===== config.mk =====
export PLATFORM = sky130hd
export DESIGN_NAME = fifo_rd_packer
export DESIGN_NICKNAME = d
export VERILOG_FILES = /design/src/rtl/fifo_rd_packer.sv
export SDC_FILE = /design/constraint.sdc
export NUM_CORES = 1
export LEC_CHECK = 0
export ABC_AREA = 1
export CAP_MARGIN = 20
export CORE_MARGIN = 2
export CORE_UTILIZATION = 50
export DETAILED_ROUTE_END_ITERATION = 8
export GPL_ROUTABILITY_DRIVEN = 0
export GPL_TIMING_DRIVEN = 0
export PLACE_DENSITY = 0.75
export SLEW_MARGIN = 20
export SYNTH_ARGS = -nofsm -noshare
export SYNTH_HDL_FRONTEND = slang
export SYNTH_SLANG_ARGS = --single-unit
export TNS_END_PERCENT = 30

===== constraint.sdc =====
create_clock -name rd_clk -period 5.4 [get_ports rd_clk]
set_clock_uncertainty 0.05 [all_clocks]
set_input_delay 0.81 -clock rd_clk [delete_from_list [all_inputs] [get_ports rd_clk]]
set_output_delay 0.81 -clock rd_clk [all_outputs]
set_load 0.01 [all_outputs]

===== src/rtl/fifo_rd_packer.sv =====
// Read-side packer for the 16-bit async FIFO: gathers PACK_N words into one wide beat and
// emits burst-aligned beats; a flush pads the open beat and burst with zeros.
module fifo_rd_packer #(
  parameter int DATA_W    = 16,
  parameter int PACK_N    = 4,
  parameter int BURST_LEN = 8
) (
  input  logic                     rd_clk,
  input  logic                     rd_rst,
  output logic                     fifo_rd_en,
  input  logic [DATA_W-1:0]        fifo_rd_data,
  input  logic                     fifo_rd_empty,
  input  logic                     flush,
  output logic                     flush_done,
  output logic [PACK_N*DATA_W-1:0] out_data,
  output logic                     out_valid,
  input  logic                     out_ready,
  output logic                     out_last
);

  localparam int CW = $clog2(PACK_N);
  localparam int BW = (BURST_LEN > 1) ? $clog2(BURST_LEN) : 1;
  localparam logic [CW-1:0] LAST_LANE = CW'(PACK_N - 1);
  localparam logic [CW:0]   PACK_M1   = (CW+1)'(PACK_N - 1);
  localparam logic [BW-1:0] LAST_BEAT = BW'(BURST_LEN - 1);

  typedef enum logic [1:0] {RUN, DRAIN, PAD, DONE} state_t;

  state_t                          r_state;
  logic [CW-1:0]                   r_cnt;
  logic                            r_pend;
  logic [BW-1:0]                   r_bcnt;
  logic [PACK_N-1:0][DATA_W-1:0]   r_lanes;
  logic [PACK_N-1:0][DATA_W-1:0]   r_outData;
  logic                            r_outValid;
  logic                            r_outLast;

  state_t                          w_stateNext;
  logic [PACK_N-1:0][DATA_W-1:0]   w_lanes;
  logic [CW:0]                     w_slots;
  logic                            w_full;
  logic                            w_xfer;
  logic                            w_padLoad;
  logic                            w_load;
  logic                            w_rdEn;
  logic [BW-1:0]                   w_bcntNext;

  assign fifo_rd_en = w_rdEn;
  assign out_data   = r_outData;
  assign out_valid  = r_outValid;
  assign out_last   = r_outLast;
  assign flush_done = (r_state == DONE);

  assign w_full     = r_pend && (r_cnt == LAST_LANE);
  assign w_xfer     = r_outValid && out_ready;
  assign w_padLoad  = (r_state == PAD) && (!r_outValid || (w_xfer && !r_outLast));
  assign w_load     = w_full || w_padLoad;
  assign w_bcntNext = !w_xfer ? r_bcnt : ((r_bcnt == LAST_BEAT) ? '0 : r_bcnt + 1'b1);

  // Lanes already occupied once the in-flight word lands; a word landing in the last lane
  // empties the lanes, so it counts as zero occupancy. A pop that would complete a beat
  // needs the output register free now, since no other beat can load before it lands.
  always_comb begin
    w_slots = w_full ? '0 : ({1'b0, r_cnt} + {{CW{1'b0}}, r_pend});
    w_rdEn  = !rd_rst && (r_state == RUN) && !fifo_rd_empty &&
              ((w_slots < PACK_M1) || !r_outValid);
  end

  always_comb begin
    w_lanes = r_lanes;
    if (r_pend) begin
      w_lanes[r_cnt] = fifo_rd_data;
    end
  end

  always_comb begin
    w_stateNext = r_state;
    unique case (r_state)
      RUN: begin
        if (flush) begin
          w_stateNext = DRAIN;
        end
      end
      DRAIN: begin
        if (!r_pend && !r_outValid) begin
          w_stateNext = ((r_cnt != '0) || (r_bcnt != '0)) ? PAD : DONE;
        end
      end
      PAD: begin
        if (w_xfer && r_outLast) begin
          w_stateNext = DONE;
        end
      end
      DONE: begin
        w_stateNext = RUN;
      end
      default: begin
        w_stateNext = RUN;
      end
    endcase
  end

  always_ff @(posedge rd_clk or posedge rd_rst) begin
    if (rd_rst) begin
      r_state <= RUN;
      r_pend  <= 1'b0;
      r_bcnt  <= '0;
    end else begin
      r_state <= w_stateNext;
      r_pend  <= w_rdEn;
      r_bcnt  <= (r_state == DONE) ? '0 : w_bcntNext;
    end
  end

  // Lanes are cleared whenever a beat loads, so padded beats carry zeros above cnt.
  always_ff @(posedge rd_clk or posedge rd_rst) begin
    if (rd_rst) begin
      r_cnt      <= '0;
      r_lanes    <= '0;
      r_outData  <= '0;
      r_outValid <= 1'b0;
      r_outLast  <= 1'b0;
    end else if (w_load) begin
      r_cnt      <= '0;
      r_lanes    <= '0;
      r_outData  <= w_lanes;
      r_outValid <= 1'b1;
      r_outLast  <= (w_bcntNext == LAST_BEAT);
    end else begin
      if (r_pend) begin
        r_cnt   <= r_cnt + 1'b1;
        r_lanes <= w_lanes;
      end
      if (w_xfer) begin
        r_outValid <= 1'b0;
      end
    end
  end

endmodule

* After elaboration in Yosys (flattened, before gate mapping)
Index checks and enable logic that the tools add are counted. Widths: inputs -> output; s select.
Word-level totals: input port bits 21, word-level logic and storage cells 73, flip-flop bits (word level) 138, output and inout bits 68
Cells by class: equal/unequal tests 9, add/subtract/negate cells 3, muxes and demuxes 19, $lt $le $gt $ge 3, reductions and logical operators 25
Operator list (count):
- $mux 64 | 3
- $bwmux 64 | 1
- $demux 16 s2 | 1
- $mux 16 | 1
- $mux 3 | 4
- $logic_and 1x1->1 | 10
- $mux 2 | 5
- $pmux 2 s4 | 1
- $eq 2x2->1 const B | 3
- $eq 3x3->1 const B | 2
- $reduce_bool 2->1 | 3
- $logic_not 1->1 | 5
- $logic_or 1x1->1 | 4
- $ne 2x2->1 const B | 2
- $add 2x1->3 | 1
- $add 3x1->3 const B | 1
- $lt 2x3->1 const B | 1
- $lt 3x2->1 const B | 1
- $mux 1 | 3
- $reduce_and 3->1 | 1
- $reduce_bool 3->1 | 1
- $add 2x1->2 const B | 1
- $eq 2x1->1 const B | 1
- $ge 2x1->1 const B | 1
- other kinds (2) | 2

* Longest topological paths before layout
Gate-level depths: netlist of the first run.
depth in word-level cells 8, gate-level depth with buffers 9, depth with buffers taken out 8

* Worst setup path before layout of the first run
No wires, ideal clock.
kind input to output, start in rd_rst, end out fifo_rd_en, path buffers 0, arrival time 4228 ps, stages 3, path slack 312 ps, data required time 4540 ps, cells stage by stage inv_1 -> nand2_1 -> nor3_1
Between the ends: cells in the longest elaborated chain, start to end 4
Ends and longest elaborated chain:
- from (decl) | line 9 | input logic rd_rst,
- $logic_not 1->1 (no line)
- $logic_and 1x1->1 (3 in a row) | line 65 | w_rdEn = !rd_rst && (r_state == RUN) && !fifo_rd_empty &&
- to (decl) | line 10 | output logic fifo_rd_en,
No other way between the ends.

* Worst setup path after layout of the first run
Same ends and word-level chain as after synthesis.

==> results.sh, run 1 <==
export IMPL_synth_simple_area_share=0.206
export IMPL_root_buffer="clkbuf_16"
export IMPL_postCtsHoldBufs=0
export IMPL_synth_top_family_by_area="simple AND/OR/NAND/NOR gates"
export IMPL_start_kind="input pin"
export IMPL_drt_iter0_drc=355
export IMPL_fin_util=0.665
export IMPL_start_util=0.509
export IMPL_synth_compound_area_frac=0.0977
export IMPL_pre_cts_slack_ns=1.84
export IMPL_cts_tree="yes"
export IMPL_hpwl_um=10000
export IMPL_n_antenna_cell=0
export IMPL_crit_type="input pin to output pin"
export IMPL_ys_types=21
export IMPL_cts_path_max_buffers=2
export IMPL_synth_adder_area_share=0.0303
export IMPL_antenna_found_initial=0
export IMPL_slew_viol_final=0
export IMPL_avgViaCountPerCell=5.28
export IMPL_cp_max_fo=67
export IMPL_grt_pass1_wl_um=23900
export IMPL_post_cts_buffers=0
export IMPL_tightest_slew_ns=0.479
export IMPL_final_cell_area_um2=7560
export IMPL_drive_above_1_share=0.0754
export IMPL_num_rows=39
export IMPL_grt_max_degree=74
export IMPL_vdd_drop_max_v=0.000257
export IMPL_clock_sinks=138
export IMPL_grt_ovfl_total=0
export IMPL_maxCapViolations=0
export IMPL_finalHoldViolCount=0
export IMPL_dr_pass1_iters=5
export IMPL_ios=89
export IMPL_drtAntennaViolNets=0
export IMPL_fmax_mhz=286
export IMPL_num_vias=4887
export IMPL_port_buffers=88
export IMPL_syn_inst=661
export IMPL_fillers=926
export IMPL_hold_class="register to register"
export IMPL_synth_fp_nets=696
export IMPL_end_kind="output pin"
export IMPL_cts_htree_levels=4
export IMPL_die_width_um=112
export IMPL_p_total_uw=4070
export IMPL_ctsResizeCount=0
export IMPL_chipHeight_um=112
export IMPL_wl_per_cell_um=15.8
export IMPL_netlist_area_um2=5790
export IMPL_synth_xor_area_share=0.00151
export IMPL_regArea_um2=3450
export IMPL_core_um2=11400
export IMPL_synthToLayoutAreaGrowth_pct=30.7
export IMPL_placed_area_um2=6880
export IMPL_final_period_utilization=0.648
export IMPL_status="finished clean"
export IMPL_rsz0062_at_grt="false"
export IMPL_cts_buffers=17
export IMPL_p_per_area_nw_per_um2=538
export IMPL_setup_violations=0
export IMPL_slew_headroom=0.681
export IMPL_synth_mux_area_frac=0
export IMPL_clkLatencyLatePin_ns=0.42
export IMPL_final_nets=804
export IMPL_grt_use_total=0.248
export IMPL_critPathArrivalTime_ns=2.64
export IMPL_leakage_uw=0.00390
export IMPL_die_area_um2=12500
export IMPL_setup_slack_ns=1.90
export IMPL_multi_input_area_um2=1940
export IMPL_drc=0
export IMPL_first_global_vias=4808
export IMPL_drt_wl_total_um=14600
export IMPL_syn_mean_instance_area_um2=8.76
export IMPL_ys_ff_latch=138
export IMPL_timing_hold_ws_ns=0.419
export IMPL_ys_seq_area_frac=0.596
export IMPL_clkSlewWorstSetupHoldPaths_ns=0.05
export IMPL_finalCriticalPeriod_ns=3.50
export IMPL_required_ns=4.54
export IMPL_yosysWarnings=0
## critical path, stage by stage
cell             delay, ns
clkdlybuf4s50_1       0.49
inv_8                 0.37
nand2_1               0.09
nor3_1                0.25
clkdlybuf4s50_1       0.59
## cell type report
type,instances,share of cell area
Timing Repair Buffer,89,0.120
Tap cell,143,0.0237
Buffer,35,0.0237
Clock buffer,22,0.0653
Clock inverter,10,0.0246
Sequential cell,138,0.456
Inverter,57,0.0293
Multi-Input combinational cell,431,0.257
## kinds of logic after synthesis
| kind of cell | Yosys count |
|---|---|
| xor+xnor | 1 |
| compound gates | 113 |
| buf+inv | 92 |
| fa+ha+maj | 14 |
| flops | 138 |
| simple gates | 303 |
## metal layers
layer,routed length [um],global-route usage,vias to the layer above
li1,-,-,2292
met2,7200,0.405,175
met3,924,0.0550,35
met1,6060,0.322,2385
met4,448,0.109,0
met5,0,0,-
## power by group
group / internal (uW) / leakage (uW) / switching, uW
Combinational: 532 / 0.00168 / 764
Clock: 881 / 0.000325 / 434
Sequential: 1310 / 0.00189 / 145
Total: 2720 / 0.00390 / 1340
## cell usage after synthesis, drive strengths merged
| library cell | instances | share of area |
|---|---|---|
| nand3b | 1 | 0.0013 |
| a21oi | 27 | 0.023 |
| ha | 14 | 0.030 |
| nor3 | 1 | 0.00086 |
| buf | 21 | 0.022 |
| inv | 57 | 0.037 |
| xnor2 | 1 | 0.0015 |
| nand3 | 27 | 0.024 |
| nand2 | 224 | 0.15 |
| dfrtp | 138 | 0.60 |
| nor2 | 49 | 0.032 |
| o21ai | 86 | 0.074 |
| nand4 | 1 | 0.0011 |
| clkbuf | 14 | 0.0091 |
## path summary, 6_finish.rpt
check | startpoint | endpoint | slack, ns | cells past startpoint
worst max-delay path | rd_rst | fifo_rd_en | 1.90 | 5
worst min-delay path | out_data[4] | out_data[4] | 0.42 | 2
worst max register to register | r_cnt[0] | out_data[1] | 3.47 | 9
worst min register to register | out_data[4] | out_data[4] | 0.42 | 2
max in group asynchronous | rd_rst | r_lanes[27] | 3.82 | 3
min in group asynchronous | rd_rst | out_data[36] | 0.77 | 2
## cells in the final DEF, fill, tap and decap left out, types with 3 or more instances in the layout
| master | netlist | layout |
|---|---|---|
| a21oi_1 | 27 | 27 |
| buf_2 | 17 | 17 |
| buf_6 | 3 | 3 |
| bufinv_16 | 0 | 5 |
| clkbuf_1 | 14 | 14 |
| clkbuf_16 | 0 | 17 |
| clkbuf_8 | 0 | 5 |
| clkdlybuf4s50_1 | 0 | 88 |
| clkinvlp_4 | 0 | 3 |
| dfrtp_1 | 138 | 138 |
| ha_1 | 14 | 14 |
| inv_1 | 56 | 55 |
| nand2_1 | 222 | 222 |
| nand3_1 | 26 | 26 |
| nor2_1 | 49 | 49 |
| o21ai_0 | 85 | 85 |
## flip-flops by register name (all words and copies together) (netlist names)
signal and cells:
out_data 64, r_state 2, r_lanes 64, r_bcnt 3, out_last 1, out_valid 1, r_cnt 2, r_pend 1
## metrics by stage
stage                     std cells  setup TNS, ns
final                           925              0
after detailed placement        893              0
after CTS                       925              0
after global routing            925              0
after floorplan                 661              0
after global placement          892        -110.77
(Power assumes the default switching activity.)
==> run 2, diff against run 1 <==
==> constraint.sdc (replaced) <==
create_clock -name rd_clk -period 3.3 [get_ports rd_clk]
set_clock_uncertainty 0.05 [all_clocks]
set_input_delay 0.495 -clock rd_clk [delete_from_list [all_inputs] [get_ports rd_clk]]
set_output_delay 0.495 -clock rd_clk [all_outputs]
set_load 0.01 [all_outputs]
==> run 2 against run 1 <==
Critical path depth increased by 2. Clock-buffer cell count fell by 2. Routed wire length rose by 2.0%. Combinational power grew 63%. Final cell count grew 0.32%. Global-route usage is 0.50 points higher.
==> results.sh, run 2 (synthesis gave the netlist of run 1 again) <==
export IMPL_status="finished clean"
export IMPL_leakage_uw=0.00388
export IMPL_cp_max_fo=10
export IMPL_hold_class="input pin to async pin"
export IMPL_wl_per_cell_um=16.1
export IMPL_ctsResizeCount=0
export IMPL_drive_above_1_share=0.0777
export IMPL_clock_sinks=138
export IMPL_slew_headroom=0.651
export IMPL_cts_htree_levels=4
export IMPL_final_common_cell="nand2_1"
export IMPL_postCtsHoldBufs=0
export IMPL_setup_slack_ns=0.150
export IMPL_grt_max_degree=37
export IMPL_fmax_mhz=317
export IMPL_fillers=893
export IMPL_finalHoldViolCount=0
export IMPL_hpwl_um=10200
export IMPL_drt_wl_total_um=14900
export IMPL_place_inst=896
export IMPL_rsz0062_at_grt="false"
export IMPL_drtAntennaViolNets=0
export IMPL_synthToLayoutAreaGrowth_pct=30.3
export IMPL_start_util=0.509
export IMPL_tns_ns=0
export IMPL_end_kind="output pin"
export IMPL_maxCapViolations=0
export IMPL_drc=0
export IMPL_num_vias=4871
export IMPL_drt_iter0_drc=376
export IMPL_slew_viol_final=0
export IMPL_cts_buffers=17
export IMPL_required_ns=2.75
export IMPL_ios=89
export IMPL_first_global_vias=4972
export IMPL_antenna_found_initial=0
export IMPL_crit_type="register to output pin"
export IMPL_n_antenna_cell=0
export IMPL_vdd_drop_max_v=0.000395
export IMPL_port_buffers=88
export IMPL_cts_tree="yes"
export IMPL_critPathArrivalTime_ns=2.60
export IMPL_finalCriticalPeriod_ns=3.15
export IMPL_stdcell_count=928
export IMPL_final_period_utilization=0.954
export IMPL_post_cts_buffers=0
export IMPL_chipHeight_um=112
export IMPL_grt_pass1_wl_um=24400
export IMPL_root_buffer="clkbuf_16"
export IMPL_start_kind="register"
export IMPL_num_rows=39
export IMPL_die_area_um2=12500
export IMPL_timing_hold_ws_ns=0.416
export IMPL_grt_ovfl_total=0
export IMPL_cts_path_max_buffers=2
export IMPL_clkLatencyLatePin_ns=0.42
export IMPL_die_width_um=112
export IMPL_grt_use_total=0.253
export IMPL_final_cell_mix="nand2_1 (222), dfrtp_1 (138), clkdlybuf4s50_1 (88)"
export IMPL_p_per_area_nw_per_um2=853
export IMPL_dr_pass1_iters=5
export IMPL_clkSlewWorstSetupHoldPaths_ns=0.06
export IMPL_pre_cts_slack_ns=0.0351
export IMPL_final_nets=808
export IMPL_tightest_slew_ns=0.524
export IMPL_core_um2=11400
export IMPL_setup_violations=0
export IMPL_avgViaCountPerCell=5.25
[run 2: changes by cell type in the layout (fill, tap and decap cells not counted), sizes merged]
cell / previous run / this run
buf: 22 / 26
clkinvlp: 3 / 4
clkbuf: 36 / 34
bufinv: 5 / 3
clkinv: 2 / 4
[run 2: metrics by stage]
stage	power (uW)	area [um^2]	util
finish	6430	7540	0.663
global route	6830	7540	0.663
detailed placement	4510	6930	0.610
CTS	6440	7530	0.663
floorplan	3620	5790	-
global placement	4400	6850	0.603
[run 2: critical path, cell delays in order, from the launching register on]
cell	delay [ns]
dfrtp_1	0.44
ha_1	0.18
nand2_1	0.22
clkbuf_1	0.34
nand2_1	0.12
nor2_1	0.05
nor3_1	0.24
clkdlybuf4s50_1	0.60
[run 2: path summary, 6_finish.rpt]
path                              from      endpoint  slack (ns)  cells past startpoint
setup / recovery              r_cnt[0]    fifo_rd_en        0.15                      7
hold / removal                  rd_rst  out_data[37]        0.42                      3
setup reg to reg              r_cnt[0]  out_data[34]        1.34                      7
hold reg to reg            out_data[4]   out_data[4]        0.42                      2
max in group asynchronous       rd_rst   r_lanes[27]        2.14                      5
min in group rd_clk        out_data[4]   out_data[4]        0.42                      2
[run 2: cell type report]
type,count,area (um^2),area share
Clock inverter,11,145,0.0192
Buffer,35,179,0.0237
Multi-Input combinational cell,431,1940,0.258
Sequential cell,138,3450,0.458
Inverter,57,218,0.0289
Tap cell,143,179,0.0237
Clock buffer,20,457,0.0606
Timing Repair Buffer,93,968,0.128
[run 2: layer usage]
| layer | track usage | part of all wire |
|---|---|---|
| met1 | 0.324 | 0.40 |
| met2 | 0.409 | 0.49 |
| met3 | 0.0675 | 0.071 |
| met4 | 0.113 | 0.031 |
| met5 | 0 | 0 |
[run 2: power breakdown]
| group | internal [uW] | switching [uW] | total (uW) | leakage, uW |
|---|---|---|---|---|
| sequential | 2150 | 236 | 2380 | 0.00189 |
| clock | 1220 | 710 | 1930 | 0.000288 |
| combinational | 876 | 1240 | 2120 | 0.00170 |
==> run 3, diff against run 2 <==
==> constraint.sdc (replaced) <==
create_clock -name rd_clk -period 3.3 [get_ports rd_clk]
set_clock_uncertainty 0.05 [all_clocks]
set_input_delay 0.33 -clock rd_clk [delete_from_list [all_inputs] [get_ports rd_clk]]
set_output_delay 0.33 -clock rd_clk [all_outputs]
set_load 0.01 [all_outputs]
==> run 3 against run 2 <==
Flip-flop and latch count unchanged. Maximum frequency increased by 6.8%. Sequential share of layout area hardly changed. Routed wire length shrank 0.34%. Combinational power barely moved. Clock-buffer cell count did not move. Global-route usage did not move. Via count decreased by 0.35%. Non-clock buffer count decreased by 1. First-iteration DRC count rose by 1.3%. Total power hardly changed. Critical endpoint unchanged. Largest power group unchanged.
==> results.sh, run 3 (synthesis gave the netlist of run 1 again) <==
export IMPL_status="finished clean"
export IMPL_wl_per_cell_um=16.0
export IMPL_crit_type="register to output pin"
export IMPL_start_kind="register"
export IMPL_cts_path_max_buffers=2
export IMPL_use_met2=0.409
export IMPL_p_total_uw=6430
export IMPL_end_kind="output pin"
export IMPL_p_per_area_nw_per_um2=853
export IMPL_fmax_mhz=339
export IMPL_num_rows=39
export IMPL_die_area_um2=12500
export IMPL_grt_max_degree=37
export IMPL_start_util=0.509
export IMPL_num_vias=4854
export IMPL_hpwl_um=10200
export IMPL_final_common_cell="nand2_1"
export IMPL_final_cell_area_um2=7530
export IMPL_n_antenna_cell=0
export IMPL_cp_max_fo=10
export IMPL_tns_ns=0
export IMPL_final_cell_mix="nand2_1 (222), dfrtp_1 (138), clkdlybuf4s50_1 (88)"
export IMPL_drt_wl_total_um=14900
export IMPL_required_ns=2.92
export IMPL_final_period_utilization=0.893
export IMPL_leakage_uw=0.00388
export IMPL_pre_cts_slack_ns=0.365
export IMPL_tightest_slew_ns=0.509
export IMPL_final_nets=807
export IMPL_busiest_layer="met2"
export IMPL_antenna_found_initial=0
export IMPL_drive_above_1_share=0.0765
export IMPL_maxCapViolations=0
export IMPL_first_global_vias=4972
export IMPL_hold_class="input pin to async pin"
export IMPL_cts_htree_levels=4
export IMPL_grt_pass1_wl_um=24400
export IMPL_post_cts_buffers=0
export IMPL_grt_util_met1=0.324
export IMPL_vdd_drop_max_v=0.000395
export IMPL_grt_use_total=0.253
export IMPL_ios=89
export IMPL_chipHeight_um=112
export IMPL_ctsResizeCount=0
export IMPL_root_buffer="clkbuf_16"
export IMPL_grt_ovfl_total=0
export IMPL_finalHoldViolCount=0
export IMPL_clkLatencyLatePin_ns=0.42
export IMPL_drt_iter0_drc=381
export IMPL_postCtsHoldBufs=0
export IMPL_timing_hold_ws_ns=0.207
export IMPL_dr_pass1_iters=5
export IMPL_rsz0062_at_grt="false"
export IMPL_drtAntennaViolNets=0
export IMPL_finalCriticalPeriod_ns=2.95
export IMPL_critPathArrivalTime_ns=2.57
export IMPL_die_width_um=112
export IMPL_avgViaCountPerCell=5.24
export IMPL_grt_util_met3=0.0675
export IMPL_cts_tree="yes"
export IMPL_drc=0
export IMPL_setup_slack_ns=0.352
export IMPL_slew_headroom=0.661
export IMPL_clkSlewWorstSetupHoldPaths_ns=0.06
export IMPL_core_um2=11400
export IMPL_port_buffers=88
export IMPL_cts_buffers=17
export IMPL_setup_violations=0
export IMPL_slew_viol_final=0
export IMPL_clock_sinks=138
export IMPL_placed_area_um2=6930
export IMPL_synthToLayoutAreaGrowth_pct=30.1
## run 3: changes by cell type in the layout (fill, tap and decap cells not counted), sizes merged
| cell | delta |
|---|---|
| buf | -1 |
## run 3: cell type report
class                      count  area (um^2)
buffer                        35          179
clock buffer                  20          457
clock inverter                11          145
fill                         893         3830
inverter                      57          218
multi-input combinational    431         1940
sequential                   138         3450
tap                          143          179
timing repair buffer          92          961
## run 3: final timing paths
kind / start / slack, ns / to / depth (start not counted)
setup / recovery: r_cnt[0] / 0.35 / fifo_rd_en / 7
hold / removal: rd_rst / 0.21 / out_data[35] / 2
setup reg to reg: r_cnt[0] / 1.35 / out_data[34] / 7
hold reg to reg: out_data[4] / 0.42 / out_data[4] / 2
max in group asynchronous: rd_rst / 2.05 / r_lanes[27] / 5
min in group rd_clk: out_data[4] / 0.42 / out_data[4] / 2
## run 3: worst max-delay path, stage by stage (launching register included)
cell and delay (ns):
dfrtp_1 0.44, ha_1 0.22, nand2_1 0.28, clkbuf_1 0.45
nand2_1 0.09, nor2_1 0.13, nor3_1 0.07, clkdlybuf4s50_1 0.48
## run 3: per-stage QoR
stage / utilization / instances
final: 0.663 / 927
after global placement: 0.603 / 892
after floorplan: - / 661
after detailed placement: 0.610 / 896
after global routing: 0.663 / 927
after CTS: 0.663 / 927
## run 3: layer usage
layer  up-vias  share of wire  routed length (um)
met5         -              0                   0
met4         0          0.032                 482
met3        37          0.066                 975
met2       168           0.50                7370
met1      2350           0.41                6040
li1       2299              -                   -
## run 3: where the power goes
group	leakage (uW)	total [uW]	switching, uW	internal [uW]
Combinational	0.00170	2120	1250	875
Sequential	0.00189	2380	237	2150
Clock	0.000288	1920	702	1220
